===== src/rtl/rs_latch_driver_if.sv =====
// Bundle of request, feedback and drive signals for rs_latch_driver.
// Handshake: a request is taken only on a rising clk edge where busy=0; requests while busy are dropped.
interface rs_latch_driver_if;
   logic       req_set;
   logic       req_reset;
   logic       q_fb;
   logic       set_o;
   logic       reset_o;
   logic       busy;
   logic       done;
   logic       err;
   logic [1:0] state_dbg;

   modport master (
      output req_set,
      output req_reset,
      output q_fb,
      input  set_o,
      input  reset_o,
      input  busy,
      input  done,
      input  err,
      input  state_dbg
   );

   modport slave (
      input  req_set,
      input  req_reset,
      input  q_fb,
      output set_o,
      output reset_o,
      output busy,
      output done,
      output err,
      output state_dbg
   );
endinterface


===== src/rtl/rs_latch_driver.sv =====
// Pulse controller for the set/reset inputs of an external NOR RS latch.
// Optional q feedback confirmation is enabled with the RS_FB_CHECK_EN macro.
module rs_latch_driver #(
   parameter int PULSE_W = 4,
   parameter int GAP_W   = 2,
   parameter int TIMEOUT = 16
) (
   input logic clk,
   input logic reset,
   rs_latch_driver_if.slave bus
);

   localparam int MAX_PG  = (PULSE_W > GAP_W) ? PULSE_W : GAP_W;
   localparam int MAX_ALL = (MAX_PG > TIMEOUT) ? MAX_PG : TIMEOUT;
   localparam int CW      = $clog2(MAX_ALL + 1);

   localparam logic [CW-1:0] PULSE_LAST = CW'(PULSE_W - 1);
   localparam logic [CW-1:0] GAP_LAST   = CW'(GAP_W - 1);
   localparam logic [CW-1:0] CNT_ONE    = CW'(1);

   typedef enum logic [1:0] {
      ST_IDLE  = 2'd0,
      ST_PULSE = 2'd1,
      ST_GAP   = 2'd2
`ifdef RS_FB_CHECK_EN
      , ST_WAIT_FB = 2'd3
`endif
   } state_t;

   state_t        state_q, state_d;
   logic [CW-1:0] cnt_q, cnt_d;
   logic          target_q, target_d;
   logic          set_q, set_d;
   logic          rst_q, rst_d;
   logic          busy_q, busy_d;
   logic          done_q, done_d;

`ifdef RS_FB_CHECK_EN
   localparam logic [CW-1:0] TO_LAST = CW'(TIMEOUT - 1);

   logic err_q, err_d;
   logic sync1_q, sync1_d;
   logic sync2_q, sync2_d;

   always_comb begin
      sync1_d = bus.q_fb;
      sync2_d = sync1_q;
   end

   always_ff @(posedge clk or posedge reset) begin
      if (reset) begin
         sync1_q <= 1'b0;
         sync2_q <= 1'b0;
         err_q   <= 1'b0;
      end else begin
         sync1_q <= sync1_d;
         sync2_q <= sync2_d;
         err_q   <= err_d;
      end
   end

   assign bus.err = err_q;
`else
   logic unused_q_fb;
   assign unused_q_fb = bus.q_fb;
   assign bus.err     = 1'b0;
`endif

   always_comb begin
      state_d  = state_q;
      cnt_d    = cnt_q;
      target_d = target_q;
      done_d   = 1'b0;
`ifdef RS_FB_CHECK_EN
      err_d    = err_q;
`endif
      case (state_q)
         ST_IDLE: begin
            // reset request has priority when both arrive together
            if (bus.req_reset) begin
               state_d  = ST_PULSE;
               target_d = 1'b0;
               cnt_d    = '0;
            end else if (bus.req_set) begin
               state_d  = ST_PULSE;
               target_d = 1'b1;
               cnt_d    = '0;
            end
         end
         ST_PULSE: begin
            if (cnt_q == PULSE_LAST) begin
               state_d = ST_GAP;
               cnt_d   = '0;
            end else begin
               cnt_d = cnt_q + CNT_ONE;
            end
         end
         ST_GAP: begin
            if (cnt_q == GAP_LAST) begin
               cnt_d = '0;
`ifdef RS_FB_CHECK_EN
               state_d = ST_WAIT_FB;
`else
               state_d = ST_IDLE;
               done_d  = 1'b1;
`endif
            end else begin
               cnt_d = cnt_q + CNT_ONE;
            end
         end
`ifdef RS_FB_CHECK_EN
         ST_WAIT_FB: begin
            if (sync2_q == target_q) begin
               state_d = ST_IDLE;
               done_d  = 1'b1;
               cnt_d   = '0;
            end else if (cnt_q == TO_LAST) begin
               // give up waiting; the timeout is remembered until reset
               state_d = ST_IDLE;
               done_d  = 1'b1;
               err_d   = 1'b1;
               cnt_d   = '0;
            end else begin
               cnt_d = cnt_q + CNT_ONE;
            end
         end
`endif
         default: begin
            state_d = ST_IDLE;
            cnt_d   = '0;
         end
      endcase

      // drives derive from the single next state, so set and reset can never coincide
      set_d  = (state_d == ST_PULSE) &  target_d;
      rst_d  = (state_d == ST_PULSE) & ~target_d;
      busy_d = (state_d != ST_IDLE);
   end

   always_ff @(posedge clk or posedge reset) begin
      if (reset) begin
         state_q  <= ST_IDLE;
         cnt_q    <= '0;
         target_q <= 1'b0;
         set_q    <= 1'b0;
         rst_q    <= 1'b0;
         busy_q   <= 1'b0;
         done_q   <= 1'b0;
      end else begin
         state_q  <= state_d;
         cnt_q    <= cnt_d;
         target_q <= target_d;
         set_q    <= set_d;
         rst_q    <= rst_d;
         busy_q   <= busy_d;
         done_q   <= done_d;
      end
   end

   assign bus.set_o     = set_q;
   assign bus.reset_o   = rst_q;
   assign bus.busy      = busy_q;
   assign bus.done      = done_q;
   assign bus.state_dbg = state_q;

endmodule

===== src/flat_wrapper.sv =====
// flat-port wrapper written by rule: the top's interface ports become plain ports
module rs_latch_driver_flat 
#(
   parameter int PULSE_W = 4,
   parameter int GAP_W   = 2,
   parameter int TIMEOUT = 16
)
  (clk, reset, bus_req_set, bus_req_reset, bus_q_fb, bus_set_o, bus_reset_o, bus_busy, bus_done, bus_err, bus_state_dbg);
  rs_latch_driver_if bus_i ();
  input logic clk;
  input logic reset;
  input wire logic [$bits(bus_i.req_set)-1:0] bus_req_set;
  input wire logic [$bits(bus_i.req_reset)-1:0] bus_req_reset;
  input wire logic [$bits(bus_i.q_fb)-1:0] bus_q_fb;
  output wire logic [$bits(bus_i.set_o)-1:0] bus_set_o;
  output wire logic [$bits(bus_i.reset_o)-1:0] bus_reset_o;
  output wire logic [$bits(bus_i.busy)-1:0] bus_busy;
  output wire logic [$bits(bus_i.done)-1:0] bus_done;
  output wire logic [$bits(bus_i.err)-1:0] bus_err;
  output wire logic [$bits(bus_i.state_dbg)-1:0] bus_state_dbg;
  assign bus_i.req_set = bus_req_set;
  assign bus_i.req_reset = bus_req_reset;
  assign bus_i.q_fb = bus_q_fb;
  assign bus_set_o = bus_i.set_o;
  assign bus_reset_o = bus_i.reset_o;
  assign bus_busy = bus_i.busy;
  assign bus_done = bus_i.done;
  assign bus_err = bus_i.err;
  assign bus_state_dbg = bus_i.state_dbg;
  rs_latch_driver #(.PULSE_W(PULSE_W), .GAP_W(GAP_W), .TIMEOUT(TIMEOUT)) u_core (.clk(clk), .reset(reset), .bus(bus_i));
endmodule

===== config.mk =====
export PLATFORM = sky130hd
export DESIGN_NAME = rs_latch_driver_flat
export DESIGN_NICKNAME = d
export VERILOG_FILES = /design/src/rtl/rs_latch_driver_if.sv /design/src/rtl/rs_latch_driver.sv /design/src/flat_wrapper.sv
export SDC_FILE = /design/constraint.sdc
export NUM_CORES = 1
export LEC_CHECK = 0
export BUFFER_PORTS_ARGS = -buffer_cell sky130_fd_sc_hd__buf_2
export CAP_MARGIN = 20
export CORE_UTILIZATION = 37
export DETAILED_ROUTE_END_ITERATION = 12
export GPL_TIMING_DRIVEN = 0
export MAX_ROUTING_LAYER = met4
export PLACE_DENSITY = 0.65
export SLEW_MARGIN = 30
export SYNTH_ARGS = -nofsm -noshare
export SYNTH_HDL_FRONTEND = slang
export SYNTH_SLANG_ARGS = --single-unit

===== constraint.sdc =====
create_clock -name clk -period 2.7 [get_ports clk]
set_input_delay 0.54 -clock clk [delete_from_list [all_inputs] [get_ports clk]]
set_output_delay 0.54 -clock clk [all_outputs]
set_load 0.05 [all_outputs]

## Word-level counts from Yosys, hierarchy flattened

Index checks and enable logic that the tools add are counted.

| word-level totals | value |
|---|---|
| flip-flop bits (word level) | 12 |
| word-level logic and storage cells | 34 |
| bits of input ports | 5 |
| output and inout bits | 7 |

| cells by class | value |
|---|---|
| reductions and logical operators | 2 |
| equal/unequal tests | 6 |
| bitwise logic cells | 3 |
| $add $sub $neg | 1 |
| muxes and demuxes | 15 |

Operators by type and width:

| cell | count |
|---|---|
| two-way mux 5 bit | 4 |
| one-hot mux 5 bit (3 select lines) | 1 |
| two-way mux 2 bit | 4 |
| one-hot mux 2 bit (3 select lines) | 1 |
| adder 5 x 1 -> 5 bit, second input constant | 1 |
| == test 5 x 1 -> 1 bit, second input constant | 1 |
| == test 5 x 2 -> 1 bit, second input constant | 1 |
| two-way mux 1 bit | 5 |
| == test 2 x 1 -> 1 bit, second input constant | 2 |
| != test 3 bit, second input constant | 1 |
| bitwise AND 1 bit | 2 |
| == test 2 bit, second input constant | 1 |
| zero test 2 bit | 1 |
| nonzero test 2 bit | 1 |
| inverter 1 bit | 1 |

## Logic depth before layout (Yosys ltp)

| depth | value |
|---|---|
| word-level depth | 5 |
| mapped depth | 6 |
| depth with buffers taken out | 6 |

## Worst setup path before layout

OpenSTA, ideal clock, no wires.

| path | value |
|---|---|
| path kind | register to register |
| start point | reg u_core.state_q[0], in the netlist u_core.bus.state_dbg[0] |
| end point | reg u_core.cnt_q[3] |
| arrival time | 1758 ps |
| slack | 838 ps |
| setup time | 104 ps |
| cell stages (with the launch flop) | 7 |
| data required time | 2596 ps |
| buffers on the path | 0 |
| clock period less this slack | 1862 ps |
| cells stage by stage | dfrtp_1 inv_1 ha_1 nand2_1 o22ai_2 nand2b_2 o311ai_1 |

| on the way | value |
|---|---|
| cells in the longest elaborated chain, start to end | 2 |
| elaborated cells between the ends (all ways) | 5 |
| classes of those cells | eq/ne (3); mux (1); reduce/logical (1) |

RTL lines:

| what | line | RTL |
|---|---|---|
| from (decl) | rs_latch_driver.sv:30 | `state_t state_q, state_d;` |
| from (signal assigned) | rs_latch_driver.sv:150 | `state_q <= state_d;` |
| == test 2 bit (tied with other cells) | rs_latch_driver.sv:77 | `case (state_q)` |
| one-hot mux 5 bit (3 select lines) or != test 3 bit (tied branches) | -- |  |
| to (signal assigned) | rs_latch_driver.sv:151 | `cnt_q <= cnt_d;` |
| to (decl) | rs_latch_driver.sv:31 | `logic [CW-1:0] cnt_q, cnt_d;` |

Parallel ways exist; a longest one is shown, timed or not.
A chain may end at the register's enable or synchronous reset.

## Final worst setup path

| path | value |
|---|---|
| start point | reg u_core.state_q[0], in the netlist u_core.bus.state_dbg[0] |
| end point | reg u_core.state_q[1], in the netlist u_core.bus.state_dbg[1] |

| on the way | value |
|---|---|
| cells in the longest elaborated chain, start to end | 2 |
| elaborated cells between the ends (all ways) | 4 |
| classes of those cells | eq/ne (2); mux (1); reduce/logical (1) |

RTL lines:

| what | line |
|---|---|
| == test 2 bit (tied with other cells) | rs_latch_driver.sv:77 |
| one-hot mux 2 bit (3 select lines) * | rs_latch_driver.sv:77 |
| net u_core.state_d[1] | rs_latch_driver.sv:30 |

The timed path passes the listed nets; every way through them passes the cells marked *.

==> flow_summary_export.csv <==
group,metric,value,unit
final_layout,n_fill_cell,166,
final_layout,fin_area,807.0,um^2
placement,hpwl,904,um
clocking,cts_buffers,3,
clocking,post_cts_buffers,0,
placement,place_inst,103,
route,dr_total_vias,520,
pwr,vdd_drop_max,0.6742,mV
run_status,status,"finished clean",
pwr,pwr-share-clk,18.5,%
sta,setup_violations,0,
critical_path,worstSetupStartpointType,"register",
sta,max_freq,0.5144,GHz
critical_path,cpPeakStageDelay,0.47,ns
yosys,ys_ff_latch,12,
clocking,ctsHoldBuffers,0,
critical_path,reg2regPathDepth,6,
yosys,yosys_warnings,0,
route,postRouteAntennaNets,0,
critical_path,crit_family,"simple AND/OR/NAND/NOR gates",
pwr,power_frac_seq,32.6,%
floorplan,top_level_ports,12,
sta,slew_viol_final,0,
yosys,ys_seq_area_share,43.24,%
yosys,yosys.area.top_type_share,43.24,%
yosys,synthAdderAreaFrac,10.81,%
clocking,cts_sinks,12,
sta,finClkSkew,0.009674,ns
run,drv_cap,0,
global_routing,antenna_found_initial,0,
global_routing,grt_max_degree,13,
critical_path,critPathRequiredTime,2.91,ns
yosys,synthCells,69,
yosys,avgSynthCellArea,10.06,um^2
global_routing,track_usage,14.41,%
yosys,muxShareOfSynthArea,0,%
yosys,syn_nets,80,
final_layout,layout.cells.non_filler,107,
pwr,p_leak,0.3681,nW
yosys,ys_top_cells_by_area,"dfrtp_1 43%, ha_1 11%, nor4b_4 6.8%",
critical_path,crit_type,"register to register",
global_routing,gr-total-overflow,0,
route,viasPerCell,4.860,
sta,max_slew_margin,66.96,%
final_layout,layout.nets,94,
clocking,htree_levels,1,
critical_path,crit_path_max_fanout,8,
yosys,yosysUniqueCellTypes,25,
route,routed_wl,1220,um
pwr,swShare,44.65,%
placement,gp_congestion,0.7437,
floorplan,die-area,2054,um^2
clocking,ctsResizeCount,0,
yosys,synth_top_family_by_area,"simple AND/OR/NAND/NOR gates",
critical_path,end_kind,"register",
sta,tightest_slew,0.4935,ns
sta,fin_tns_setup,0,ns
route,drc,0,
placement,dpl_cell_area,770.7,um^2
route,drt_first_pass_iters,4,
floorplan,initial_utilization,39.78,%
floorplan,die_h,45.32,um
global_routing,grt_pass1_vias,444,
floorplan,num_rows,15,
final_layout,fin_util,46.24,%
yosys,synthSimpleGateAreaFrac,22.16,%
sta,final.period_utilization,72.00,%
clocking,clockBufferDepth,2,
pwr,pwr_density_cell,982.6,nW/um^2
clocking,cts-root-buf,"clkbuf_4",
final_layout,final_cell_mix,"12 x dfrtp_1, 9 x inv_1, 9 x buf_2",
sta,period_needed,1.944,ns
critical_path,worst-path-stages,6,
pwr,power,0.7930,mW
pwr,comb_power_share,48.9,%
yosys,yosysTopAreaCell,"dfrtp_1",
floorplan,dieWidth,45.32,um
clocking,clk_pin_slew,0.08,ns
clocking,cts_tree,"yes",
critical_path,cp_slowest_cell,"nor3b_2",
route,wire_per_inst,11.40,um
placement,dp_slack,0.7844,ns
placement,io_buffers,9,
final_layout,diodes,0,
yosys,synth-xor-area-share,0,%
route,first_iter_violations,7,
yosys,synth.cell_area,694.4,um^2
global_routing,grt_first_pass_wirelength,1973,um
sta,timing.hold.ws,0.2511,ns
critical_path,cp_cell_sequence,"inv_1, ha_1, nor3b_2, nor2_1, a21oi_1, nor2b_1",
critical_path,reg2reg_setup_slack,0.76,ns
floorplan,core-area,1745,um^2
worst_hold_path,hp-class,"primary input to async pin",
sta,hold_viol_final,0,
final_layout,drive_above_1_share,23.17,%
critical_path,cp.arrival,2.16,ns
yosys,synth-compound-area-share,17.30,%
pwr,p_sw,0.3541,mW
final_layout,areaGrowthSynthToFinish,16.22,%
pwr,intPower,0.4389,mW
clocking,worst_skew_pair.late_latency,0.28,ns
sta,rsz0062_at_grt,"false",
final_layout,layout_commonest_cell,"dfrtp_1",
critical_path,crit_buf_inv,1,
sta,worst_slack,0.7561,ns
final cells by class:
type,count,area [um^2],area share [%]
inverters,9,33.78,4.186
clock buffers,4,36.28,4.496
plain buffers,1,7.507,0.9302
flip-flops and latches,12,300.3,37.21
repair buffers,9,45.04,5.581
well taps,25,31.28,3.876
multi-input cells,47,352.8,43.72
metal layers:
layer / routed length (um) / global-route usage, %
met5: 0 / -
met4: 27 / 9.091
met3: 37 / 3.600
met2: 569 / 19.42
met1: 586 / 19.05
worst paths after layout:
| check | startpoint | end |
|---|---|---|
| worst max-delay path | u_core.bus.state_dbg[0]$_DFF_PP0_ | u_core.bus.state_dbg[1]$_DFF_PP0_ |
| worst min-delay path | reset | u_core.bus.reset_o$_DFF_PP0_ |
| worst max register to register | u_core.bus.state_dbg[0]$_DFF_PP0_ | u_core.bus.state_dbg[1]$_DFF_PP0_ |
| worst min register to register | u_core.cnt_q[0]$_DFFE_PP0P_ | u_core.cnt_q[0]$_DFFE_PP0P_ |
| max in group asynchronous | reset | u_core.cnt_q[3]$_DFFE_PP0P_ |
| min in group clk | bus_req_reset | u_core.target_q$_DFF_PP0_ |
power by group through the flow:
stage	clock network (mW)	registers, mW	logic [mW]
final	0.146	0.259	0.388
after global routing	0.157	0.266	0.427
after CTS	0.151	0.259	0.391
after detailed placement	0	0.262	0.389
after global placement	0	0.261	0.383
after floorplan	0	0.358	0.212
sequential cells by signal, summed over array words and instances, names as in the netlist:
register,flops
u_core.bus.busy,1
u_core.bus.done,1
u_core.bus.reset_o,1
u_core.bus.set_o,1
u_core.bus.state_dbg,2
u_core.cnt_q,5
u_core.target_q,1
synthesized netlist by cell type, drive strengths merged:
| library cell | n |
|---|---|
| conb | 1 |
| o21ai | 3 |
| a22o | 1 |
| nor3b | 2 |
| nor4b | 2 |
| nor2 | 2 |
| a21oi | 7 |
| o22ai | 3 |
| nand2b | 2 |
| nor3 | 1 |
| ha | 6 |
| dfrtp | 12 |
| inv | 9 |
| o311ai | 2 |
| buf | 1 |
| nand2 | 7 |
| o31ai | 1 |
| and2 | 1 |
| nor2b | 1 |
| o221a | 1 |
| nand3 | 4 |
cell families after synthesis:
kind of cell | Yosys count
and+or+nand+nor | 22
AOI/OAI and AO/OA | 18
DFF | 12
buffers and inverters | 10
adders and majority gates | 6
other | 1
Power figures use the tool's default switching activity.
